<file path="src/rtl/mc_control_unit_pkg.sv">
// Shared types for the RV32I multicycle control FSM: opcodes, state codes, datapath mux encodings.
// Latency: n/a (types only); backpressure: n/a.
package mc_control_unit_pkg;

    typedef enum logic [6:0] {
        OP_LOAD   = 7'b0000011,
        OP_I      = 7'b0010011,
        OP_AUIPC  = 7'b0010111,
        OP_STORE  = 7'b0100011,
        OP_R      = 7'b0110011,
        OP_LUI    = 7'b0110111,
        OP_BRANCH = 7'b1100011,
        OP_JALR   = 7'b1100111,
        OP_JAL    = 7'b1101111
    } opcode_t;

    // Encodings are visible on fsm_state, so keep the order stable.
    typedef enum logic [4:0] {
        S_FETCH      = 5'd0,
        S_DECODE     = 5'd1,
        S_MEMADR     = 5'd2,
        S_MEMREAD    = 5'd3,
        S_MEMWB      = 5'd4,
        S_MEMWRITE   = 5'd5,
        S_EXECUTER   = 5'd6,
        S_EXECUTEI   = 5'd7,
        S_ALUWB      = 5'd8,
        S_BRANCH     = 5'd9,
        S_UNCONDJUMP = 5'd10,
        S_JALR       = 5'd11,
        S_JALR_LINK  = 5'd12,
        S_LUI        = 5'd13,
        S_AUIPC      = 5'd14,
        S_TRAP       = 5'd15
    } ctrl_state_e;

    typedef enum logic [1:0] {
        SRC_A_PC    = 2'b00,
        SRC_A_OLDPC = 2'b01,
        SRC_A_RS1   = 2'b10
    } alu_src_a_e;

    typedef enum logic [1:0] {
        SRC_B_RS2  = 2'b00,
        SRC_B_IMM  = 2'b01,
        SRC_B_FOUR = 2'b10
    } alu_src_b_e;

    typedef enum logic [1:0] {
        RES_ALUOUT    = 2'b00,
        RES_MEMDATA   = 2'b01,
        RES_ALURESULT = 2'b10
    } result_src_e;

    typedef enum logic [2:0] {
        ALU_ADD    = 3'b000,
        ALU_BRCMP  = 3'b001,
        ALU_RTYPE  = 3'b010,
        ALU_ITYPE  = 3'b011,
        ALU_PASS_B = 3'b100
    } alu_op_e;

    localparam logic [2:0] F3_BEQ  = 3'b000;
    localparam logic [2:0] F3_BNE  = 3'b001;
    localparam logic [2:0] F3_BLT  = 3'b100;
    localparam logic [2:0] F3_BGE  = 3'b101;
    localparam logic [2:0] F3_BLTU = 3'b110;
    localparam logic [2:0] F3_BGEU = 3'b111;

endpackage

</file>
<file path="src/rtl/mc_control_unit_branch_cond_eval.sv">
// Branch condition evaluator: funct3 plus ALU compare flags -> taken / illegal encoding.
// Latency: combinational; backpressure: none.
module mc_control_unit_branch_cond_eval
    import mc_control_unit_pkg::*;
(
    input  logic [2:0] funct3,
    input  logic       zero_flag,
    input  logic       lt_flag,
    input  logic       ltu_flag,
    output logic       taken,
    output logic       illegal
);

    always_comb begin
        taken   = 1'b0;
        illegal = 1'b0;
        case (funct3)
            F3_BEQ:  taken = zero_flag;
            F3_BNE:  taken = ~zero_flag;
            F3_BLT:  taken = lt_flag;
            F3_BGE:  taken = ~lt_flag;
            F3_BLTU: taken = ltu_flag;
            F3_BGEU: taken = ~ltu_flag;
            // 010 and 011 have no branch meaning in RV32I
            default: illegal = 1'b1;
        endcase
    end

endmodule

</file>
<file path="src/rtl/mc_control_unit.sv">
// Multicycle RV32I control FSM with req/ready memory handshake, wait timeout and sticky trap.
// Latency: R/I/store/JAL 4, load/JALR 5, branch 3 cycles at zero wait; memory stalls hold the state.
module mc_control_unit
    import mc_control_unit_pkg::*;
#(
    parameter int TIMEOUT_CYC = 16,
    parameter int CNT_W       = 5
) (
    input  logic       clk,
    input  logic       reset,
    input  logic [6:0] opcode,
    input  logic [2:0] funct3,
    input  logic       zero_flag,
    input  logic       lt_flag,
    input  logic       ltu_flag,
    input  logic       mem_ready,
    output logic       mem_req,
    output logic       adr_src,
    output logic       ir_write,
    output logic       reg_write,
    output logic       pc_update,
    output logic       pc_src,
    output logic       mem_write,
    output logic       branch,
    output logic [1:0] alu_src_a,
    output logic [1:0] alu_src_b,
    output logic [2:0] alu_op,
    output logic [1:0] result_src,
    output logic [4:0] fsm_state,
    output logic       illegal_op,
    output logic       mem_timeout
);

    localparam logic [CNT_W-1:0] WAIT_LAST = CNT_W'((TIMEOUT_CYC > 0) ? TIMEOUT_CYC - 1 : 0);

    ctrl_state_e      state;
    ctrl_state_e      state_next;
    logic [CNT_W-1:0] wait_cnt;
    logic             br_taken;
    logic             br_illegal;
    logic             timeout_hit;
    logic             trap_illegal;
    logic             trap_timeout;

    mc_control_unit_branch_cond_eval u_branch_cond (
        .funct3    (funct3),
        .zero_flag (zero_flag),
        .lt_flag   (lt_flag),
        .ltu_flag  (ltu_flag),
        .taken     (br_taken),
        .illegal   (br_illegal)
    );

    // Only consulted when mem_ready is low, so a late completion always beats the timeout.
    assign timeout_hit = (TIMEOUT_CYC != 0) && (wait_cnt == WAIT_LAST) && !mem_ready;
    assign fsm_state   = state;

    always_comb begin
        state_next   = state;
        trap_illegal = 1'b0;
        trap_timeout = 1'b0;
        case (state)
            S_FETCH: begin
                if (mem_ready) begin
                    state_next = S_DECODE;
                end else if (timeout_hit) begin
                    state_next   = S_TRAP;
                    trap_timeout = 1'b1;
                end
            end
            S_DECODE: begin
                case (opcode)
                    OP_JAL:              state_next = S_UNCONDJUMP;
                    OP_JALR:             state_next = S_JALR;
                    OP_R:                state_next = S_EXECUTER;
                    OP_I:                state_next = S_EXECUTEI;
                    OP_LOAD, OP_STORE:   state_next = S_MEMADR;
                    OP_BRANCH:           state_next = S_BRANCH;
                    OP_LUI:              state_next = S_LUI;
                    OP_AUIPC:            state_next = S_AUIPC;
                    default: begin
                        state_next   = S_TRAP;
                        trap_illegal = 1'b1;
                    end
                endcase
            end
            S_MEMADR: begin
                if (opcode == OP_STORE) begin
                    state_next = S_MEMWRITE;
                end else begin
                    state_next = S_MEMREAD;
                end
            end
            S_MEMREAD: begin
                if (mem_ready) begin
                    state_next = S_MEMWB;
                end else if (timeout_hit) begin
                    state_next   = S_TRAP;
                    trap_timeout = 1'b1;
                end
            end
            S_MEMWRITE: begin
                if (mem_ready) begin
                    state_next = S_FETCH;
                end else if (timeout_hit) begin
                    state_next   = S_TRAP;
                    trap_timeout = 1'b1;
                end
            end
            S_EXECUTER, S_EXECUTEI, S_LUI, S_AUIPC,
            S_UNCONDJUMP, S_JALR_LINK: state_next = S_ALUWB;
            S_JALR:                    state_next = S_JALR_LINK;
            S_ALUWB, S_MEMWB:          state_next = S_FETCH;
            S_BRANCH: begin
                if (br_illegal) begin
                    state_next   = S_TRAP;
                    trap_illegal = 1'b1;
                end else begin
                    state_next = S_FETCH;
                end
            end
            S_TRAP:  state_next = S_TRAP;
            default: state_next = S_TRAP;
        endcase
    end

    always_ff @(posedge clk) begin
        if (reset) begin
            state       <= S_FETCH;
            wait_cnt    <= '0;
            illegal_op  <= 1'b0;
            mem_timeout <= 1'b0;
        end else begin
            state <= state_next;
            // Staying in a requesting state implies the memory has not answered yet.
            if (state_next != state) begin
                wait_cnt <= '0;
            end else if (mem_req && (wait_cnt != '1)) begin
                wait_cnt <= wait_cnt + CNT_W'(1);
            end
            if (trap_illegal) begin
                illegal_op <= 1'b1;
            end
            if (trap_timeout) begin
                mem_timeout <= 1'b1;
            end
        end
    end

    always_comb begin
        mem_req    = 1'b0;
        adr_src    = 1'b0;
        ir_write   = 1'b0;
        reg_write  = 1'b0;
        pc_update  = 1'b0;
        pc_src     = 1'b0;
        mem_write  = 1'b0;
        branch     = 1'b0;
        alu_src_a  = SRC_A_PC;
        alu_src_b  = SRC_B_RS2;
        alu_op     = ALU_ADD;
        result_src = RES_ALUOUT;
        // Strobes stay quiet while reset is held so the memory port sees no request.
        if (!reset) begin
            case (state)
                S_FETCH: begin
                    mem_req = 1'b1;
                    if (mem_ready) begin
                        ir_write   = 1'b1;
                        pc_update  = 1'b1;
                        alu_src_a  = SRC_A_PC;
                        alu_src_b  = SRC_B_FOUR;
                        result_src = RES_ALURESULT;
                    end
                end
                S_DECODE: begin
                    alu_src_a = SRC_A_OLDPC;
                    alu_src_b = SRC_B_IMM;
                    alu_op    = ALU_ADD;
                end
                S_MEMADR: begin
                    alu_src_a = SRC_A_RS1;
                    alu_src_b = SRC_B_IMM;
                    alu_op    = ALU_ADD;
                end
                S_MEMREAD: begin
                    mem_req = 1'b1;
                    adr_src = 1'b1;
                end
                S_MEMWRITE: begin
                    mem_req   = 1'b1;
                    adr_src   = 1'b1;
                    mem_write = 1'b1;
                end
                S_MEMWB: begin
                    reg_write  = 1'b1;
                    result_src = RES_MEMDATA;
                end
                S_EXECUTER: begin
                    alu_src_a = SRC_A_RS1;
                    alu_src_b = SRC_B_RS2;
                    alu_op    = ALU_RTYPE;
                end
                S_EXECUTEI: begin
                    alu_src_a = SRC_A_RS1;
                    alu_src_b = SRC_B_IMM;
                    alu_op    = ALU_ITYPE;
                end
                S_LUI: begin
                    alu_src_b = SRC_B_IMM;
                    alu_op    = ALU_PASS_B;
                end
                S_AUIPC: begin
                    alu_src_a = SRC_A_OLDPC;
                    alu_src_b = SRC_B_IMM;
                end
                S_ALUWB: begin
                    reg_write  = 1'b1;
                    result_src = RES_ALUOUT;
                end
                S_UNCONDJUMP: begin
                    // Jump target was latched into ALUOut during DECODE.
                    pc_update  = 1'b1;
                    result_src = RES_ALUOUT;
                    alu_src_a  = SRC_A_OLDPC;
                    alu_src_b  = SRC_B_FOUR;
                end
                S_JALR: begin
                    pc_update  = 1'b1;
                    result_src = RES_ALURESULT;
                    alu_src_a  = SRC_A_RS1;
                    alu_src_b  = SRC_B_IMM;
                end
                S_JALR_LINK: begin
                    alu_src_a = SRC_A_OLDPC;
                    alu_src_b = SRC_B_FOUR;
                end
                S_BRANCH: begin
                    branch    = 1'b1;
                    pc_src    = br_taken;
                    alu_src_a = SRC_A_RS1;
                    alu_src_b = SRC_B_RS2;
                    alu_op    = ALU_BRCMP;
                end
                default: begin
                    mem_req = 1'b0;
                end
            endcase
        end
    end

endmodule

</file>
<file path="config.mk">
export PLATFORM = sky130hd
export DESIGN_NAME = mc_control_unit
export DESIGN_NICKNAME = d
export VERILOG_FILES = /design/src/rtl/mc_control_unit_pkg.sv /design/src/rtl/mc_control_unit_branch_cond_eval.sv /design/src/rtl/mc_control_unit.sv
export SDC_FILE = /design/constraint.sdc
export NUM_CORES = 1
export LEC_CHECK = 0
export ABC_AREA = 0
export ABC_CLOCK_PERIOD_IN_PS = 2900
export CAP_MARGIN = 20
export CORE_UTILIZATION = 46
export DETAILED_ROUTE_END_ITERATION = 12
export HOLD_SLACK_MARGIN = 0.08
export PLACE_DENSITY = 0.83
export RECOVER_POWER = 50
export SETUP_SLACK_MARGIN = 0.3
export SLEW_MARGIN = 10
export SYNTH_ARGS = -nofsm -noshare
export SYNTH_HDL_FRONTEND = slang
export SYNTH_SLANG_ARGS = --single-unit
</file>
<file path="constraint.sdc">
create_clock -name clk -period 2.9 [get_ports clk]
set_input_delay 0.29 -clock clk [delete_from_list [all_inputs] [get_ports clk]]
set_output_delay 0.29 -clock clk [all_outputs]
set_load 0.005 [all_outputs]
</file>
==> results of run 1 <==
-- final cells by class --
cell class | instances | area (sq um)
Clock buffer | 4 | 36.3
Fill cell | 224 | 817
Inverter | 2 | 7.51
Multi-Input combinational cell | 138 | 926
Sequential cell | 12 | 244
Tap cell | 30 | 37.5
Timing Repair Buffer | 45 | 432
-- where the power goes --
| group | internal, mW | leakage, nW | total (mW) | switching [mW] |
|---|---|---|---|---|
| registers | 0.171 | 0.0996 | 0.188 | 0.0163 |
| logic | 0.0944 | 0.473 | 0.193 | 0.0988 |
| clock network | 0.0764 | 0.0210 | 0.130 | 0.0537 |
-- stage by stage --
step | hold slack (ns) | instances | cell area, sq um
5_1_grt | 0.487 | 231 | 1680
2_1_floorplan | 0.442 | 163 | 1220
4_1_cts | 0.461 | 231 | 1680
3_3_place_gp | 0.436 | 227 | 1630
6_report | 0.454 | 231 | 1680
3_5_place_dp | 0.450 | 227 | 1630
-- sequential cells by signal, indices dropped and copies added (netlist names) --
register and count:
illegal_op 1, mem_timeout 1, wait_cnt 5, fsm_state 5
-- logic make-up after synthesis --
| group | after synthesis | synth area share (%) |
|---|---|---|
| compound gates | 36 | 19.8 |
| xor+xnor | 9 | 6.45 |
| fa+ha+maj | 3 | 3.07 |
| buf+inv | 13 | 5.53 |
| flops | 12 | 19.7 |
| mux | 5 | 5.23 |
| other cells | 1 | 0.307 |
| simple gates | 84 | 40.0 |
-- metal layers --
layer / vias to the layer above / share of wire, % / track usage, %
met3: 6 / 4.2 / 5.46
li1: 680 / - / -
met1: 664 / 45 / 33.3
met4: 0 / 1.0 / 8.33
met2: 39 / 50 / 43.1
met5: - / 0 / 0
-- path summary, 6_finish.rpt --
path                 from            to
max          fsm_state[3]  alu_src_b[0]
min           mem_timeout   mem_timeout
max reg2reg   wait_cnt[0]   wait_cnt[2]
min reg2reg   mem_timeout   mem_timeout
-- cells in the final DEF, fill, tap and decap left out, drive strengths merged, types with 4 or more instances in the layout --
master,n
clkdlybuf4s50,30
nor2,18
dfxtp,12
nand2,11
nor3,11
o21ai,11
a21oi,10
dlygate4sd3,9
nand2b,7
nor4,7
nor2b,6
xor2,5
buf,5
clkbuf,5
mux2i,4
xnor2,4
-- critical path, stage by stage (launching register included) --
cell and delay (ns):
dfxtp_1 0.62, nand2b_1 0.25, and2_1 0.22, xnor2_1 0.07, mux2_2 0.27, nor2_1 0.08
clkdlybuf4s50_1 0.51
-- timing repair --
item / 4_1_cts / 5_1_grt
setup endpoints to repair: 5 / 9
gates resized for setup: 4 / 7
hold buffers: 0 / 0
buffers inserted: 0 / 0
pin swaps: 6 / 4
==> impl_metrics.env, run 1 <==
export IMPL_yosysWarnings=0
export IMPL_cts_path_max_buffers=2
export IMPL_routabilityCongestion=0.962
export IMPL_fin_ws_ns=0.303
export IMPL_finalSetupViolations=0
export IMPL_finalCriticalPeriod_ns=2.60
export IMPL_clk_pin_slew_ns=0.07
export IMPL_reg2reg_slack_ns=0.32
export IMPL_cts_tree="done"
export IMPL_overflow=0
export IMPL_worst_slew_pin_slew_ns=0.687
export IMPL_drive_above_1_share_pct=11.4
export IMPL_clock_sinks=12
export IMPL_fin_util_pct=67.3
export IMPL_path_max_fanout=12
export IMPL_drt_pass1_iterations=4
export IMPL_ys_ff_latch=12
export IMPL_rows=18
export IMPL_hp_class="reg2reg"
export IMPL_total_power_uw=511
export IMPL_rsz0062_at_grt="no"
export IMPL_cts_buffers=3
export IMPL_syn_nets=182
export IMPL_syn_area_per_cell_sq_um=7.49
export IMPL_whs_path_depth=2
export IMPL_status="finished clean"
export IMPL_slew_violations=0
export IMPL_tns_ns=0
export IMPL_core_sq_um=2500
export IMPL_pre_cts_slack_ns=0.210
export IMPL_ant_nets=0
export IMPL_nNetsFinal=221
export IMPL_crit_required_ns=2.61
export IMPL_yosys_top_cells_count="nor2_1 (18), dfxtp_1 (12), nand2_1 (11)"
export IMPL_dp_hpwl_mm=2.62
export IMPL_wl_per_cell_um=15.4
export IMPL_start_util_pct=48.8
export IMPL_seq_area_frac_synth_pct=19.7
export IMPL_leakage_nw=0.593
export IMPL_root_buffer="clkbuf_4"
export IMPL_yosysMostFrequentCell="nor2_1"
export IMPL_powerDensity_nw_per_um2=304
export IMPL_grt_max_degree=20
export IMPL_max_freq_ghz=0.385
export IMPL_drt_iter0_markers=35
export IMPL_maxSlewHeadroom_pct=53.0
export IMPL_synthesis_instances=163
export IMPL_via_count=1389
export IMPL_yosysTopAreaCell="dfxtp_1"
export IMPL_vdd_ir_drop_worst_uv=353
export IMPL_yosys_top_cells_area="dfxtp_1 (20%), nor2_1 (5.5%), a21oi_1 (4.1%)"
export IMPL_htreeDepth=1
export IMPL_reg2reg_depth=9
export IMPL_die_w_um=53.5
export IMPL_syn_cell_area_sq_um=1220
export IMPL_ios=40
export IMPL_max_cap_violations=0
export IMPL_grt_pass1_vias=1237
export IMPL_critPathCaptureType="output pin"
export IMPL_grt_pass1_wl_mm=5.49
export IMPL_fin_skew_ns=0.000596
export IMPL_grt_total_usage_pct=26.0
export IMPL_finalCritPeriodShare_pct=89.5
export IMPL_vias_per_cell=6.01
export IMPL_drc_errors=0
export IMPL_synth_top_cell_area_share_pct=19.7
export IMPL_arrival_ns=2.31
export IMPL_die_area_sq_um=2860
export IMPL_port_buffers=39
export IMPL_wl_mm=3.57
export IMPL_synth_flop_cell="dfxtp_1"
export IMPL_finalHoldViolations=0
export IMPL_dieHeight_um=53.5
export IMPL_synth_edff_count=0
export IMPL_worstSetupPathType="reg2out"
export IMPL_postSynth_asyncResetShare_pct=0
export IMPL_insertion_delay_ns=0.27
export IMPL_worstSetupStartpointType="register"
export IMPL_antenna_found_initial=0
export IMPL_n_antenna_cell=0
export IMPL_yosysUniqueCellTypes=51
export IMPL_syn2layout_area_growth_pct=37.8
(Power assumes the default switching activity.)
==> inputs of run 2 (changes only) <==
- REMOVE_ABC_BUFFERS: unset -> 1
==> impl_metrics.env, run 2 (same netlist as run 1, synthesis figures left out) <==
export IMPL_status="finished clean"
export IMPL_root_buffer="clkbuf_4"
export IMPL_reg2reg_slack_ns=0.27
export IMPL_finalCriticalPeriod_ns=2.63
export IMPL_n_antenna_cell=0
export IMPL_internal_power_uw=343
export IMPL_powerDensity_nw_per_um2=307
export IMPL_insertion_delay_ns=0.29
export IMPL_routabilityCongestion=0.916
export IMPL_nNetsFinal=220
export IMPL_finalHoldViolations=0
export IMPL_dieHeight_um=53.5
export IMPL_rows=18
export IMPL_max_freq_ghz=0.381
export IMPL_grt_pass1_vias=1145
export IMPL_cts_hold_buffers=0
export IMPL_final_common_cell="clkdlybuf4s50_1"
export IMPL_cts_tree="done"
export IMPL_ios=40
export IMPL_grt_total_usage_pct=25.6
export IMPL_finalSetupViolations=0
export IMPL_port_buffers=39
export IMPL_ant_nets=0
export IMPL_drive_above_1_share_pct=13.0
export IMPL_slew_violations=0
export IMPL_rsz0062_at_grt="no"
export IMPL_critPathCaptureType="register"
export IMPL_swShare_pct=34.1
export IMPL_cts_path_max_buffers=2
export IMPL_syn2layout_area_growth_pct=39.0
export IMPL_vdd_ir_drop_worst_uv=374
export IMPL_reg2reg_depth=9
export IMPL_start_util_pct=48.8
export IMPL_via_count=1407
export IMPL_worst_slew_pin_slew_ns=0.657
export IMPL_wl_mm=3.53
export IMPL_fin_area_sq_um=1700
export IMPL_wl_per_cell_um=15.3
export IMPL_dp_hpwl_mm=2.53
export IMPL_final_cell_mix="clkdlybuf4s50_1 (32), nor2_1 (18), nand2_1 (11), dfxtp_1 (11)"
export IMPL_p_comb_share_pct=38.0
export IMPL_power_switching_uw=178
export IMPL_pre_cts_slack_ns=0.173
export IMPL_finalCritPeriodShare_pct=90.6
export IMPL_worstSetupPathType="reg2reg"
export IMPL_overflow=0
export IMPL_r2r_end="wait_cnt[2]"
export IMPL_hold_end="mem_timeout"
export IMPL_vias_per_cell=6.12
export IMPL_core_sq_um=2500
export IMPL_clock_sinks=12
export IMPL_htreeDepth=1
export IMPL_critPathSlowestCell="or3b_2"
export IMPL_die_w_um=53.5
export IMPL_clk_pin_slew_ns=0.08
export IMPL_tns_ns=0
export IMPL_fin_skew_ns=0.00928
export IMPL_antenna_found_initial=0
export IMPL_worstSetupStartpointType="register"
export IMPL_clkPwrFrac_pct=26.4
export IMPL_cpPeakStageDelay_ns=0.47
export IMPL_hp_class="reg2reg"
export IMPL_crit_required_ns=3.09
export IMPL_whs_path_depth=2
export IMPL_leakage_nw=0.591
export IMPL_hp_start="mem_timeout"
export IMPL_grt_max_degree=19
export IMPL_cts_setup_buffers=0
export IMPL_cts_buffers=3
export IMPL_fin_ws_ns=0.273
export IMPL_placed_cell_area_sq_um=1630
export IMPL_drt_iter0_markers=49
export IMPL_grt_pass1_wl_mm=5.32
export IMPL_path_cells="ha_1 -> and3_4 -> ha_4 -> or3b_2 -> a2111oi_2 -> a311o_1 -> a311oi_2 -> xnor2_2 -> nor4_2"
export IMPL_drc_errors=0
export IMPL_maxSlewHeadroom_pct=55.8
export IMPL_die_area_sq_um=2860
export IMPL_arrival_ns=2.82
export IMPL_p_seq_share_pct=35.6
export IMPL_path_max_fanout=6
export IMPL_max_cap_violations=0
export IMPL_drt_pass1_iterations=4
export IMPL_rr_startpoint="wait_cnt[0]"
[run 2: layer usage]
layer | wire, um | vias up | share of wire [%] | track usage (%)
met2 | 1790 | 60 | 51 | 43.3
met4 | 53 | 0 | 1.5 | 7.89
met5 | 0 | - | 0 | 0
met3 | 197 | 4 | 5.6 | 4.89
met1 | 1480 | 663 | 42 | 32.3
li1 | - | 680 | - | -
[run 2: timing repair]
item                                    4_1_cts  5_1_grt
endpoints found under the setup margin        6        6
gates cloned                                  0        0
pin swaps                                     2        4
resized for setup                             4        8
[run 2: layout make-up]
cell class	instances	area [sq um]
sequential	12	241
multi-input combinational	138	947
timing repair buffer	44	428
clock buffer	4	36.3
inverter	2	7.51
fill	215	802
tap	30	37.5
[run 2: critical path, delay by kind of cell (launching register included)]
kind / cells / cell delay, ns
AO/OA/AOI/OAI: 3 / 0.61
XOR/XNOR: 1 / 0.26
adder cells (fa/ha/maj): 2 / 0.34
flip-flops: 1 / 0.37
AND/OR/NAND/NOR: 3 / 0.93
[run 2: stage by stage]
step | hold slack [ns] | cells | total power [mW] | util [%]
after floorplan | 0.359 | 152 | 0.297 | -
after global placement | 0.441 | 226 | 0.378 | 65.1
after detailed placement | 0.439 | 226 | 0.384 | 65.1
after CTS | 0.454 | 230 | 0.523 | 66.9
after global routing | 0.462 | 230 | 0.550 | 67.9
final | 0.443 | 230 | 0.521 | 67.9
[run 2: worst max path at each step]
stage / start / end / slack, ns / depth (start not counted)
2_1_floorplan: wait_cnt[0] / wait_cnt[0] / 0.47 / 9
3_3_place_gp: opcode[6] / wait_cnt[3] / 0.31 / 7
3_5_place_dp: wait_cnt[0] / wait_cnt[2] / 0.17 / 9
4_1_cts: wait_cnt[0] / wait_cnt[2] / 0.30 / 9
5_1_grt: fsm_state[3] / wait_cnt[1] / 0.20 / 7
6_report: wait_cnt[0] / wait_cnt[2] / 0.27 / 9
[run 2: power groups by stage]
stage | clock (mW) | sequential [mW] | combinational [mW]
final | 0.137 | 0.186 | 0.198
after global routing | 0.147 | 0.187 | 0.216
after CTS | 0.141 | 0.186 | 0.196
after detailed placement | 0 | 0.189 | 0.194
after global placement | 0 | 0.189 | 0.189
after floorplan | 0 | 0.198 | 0.0986
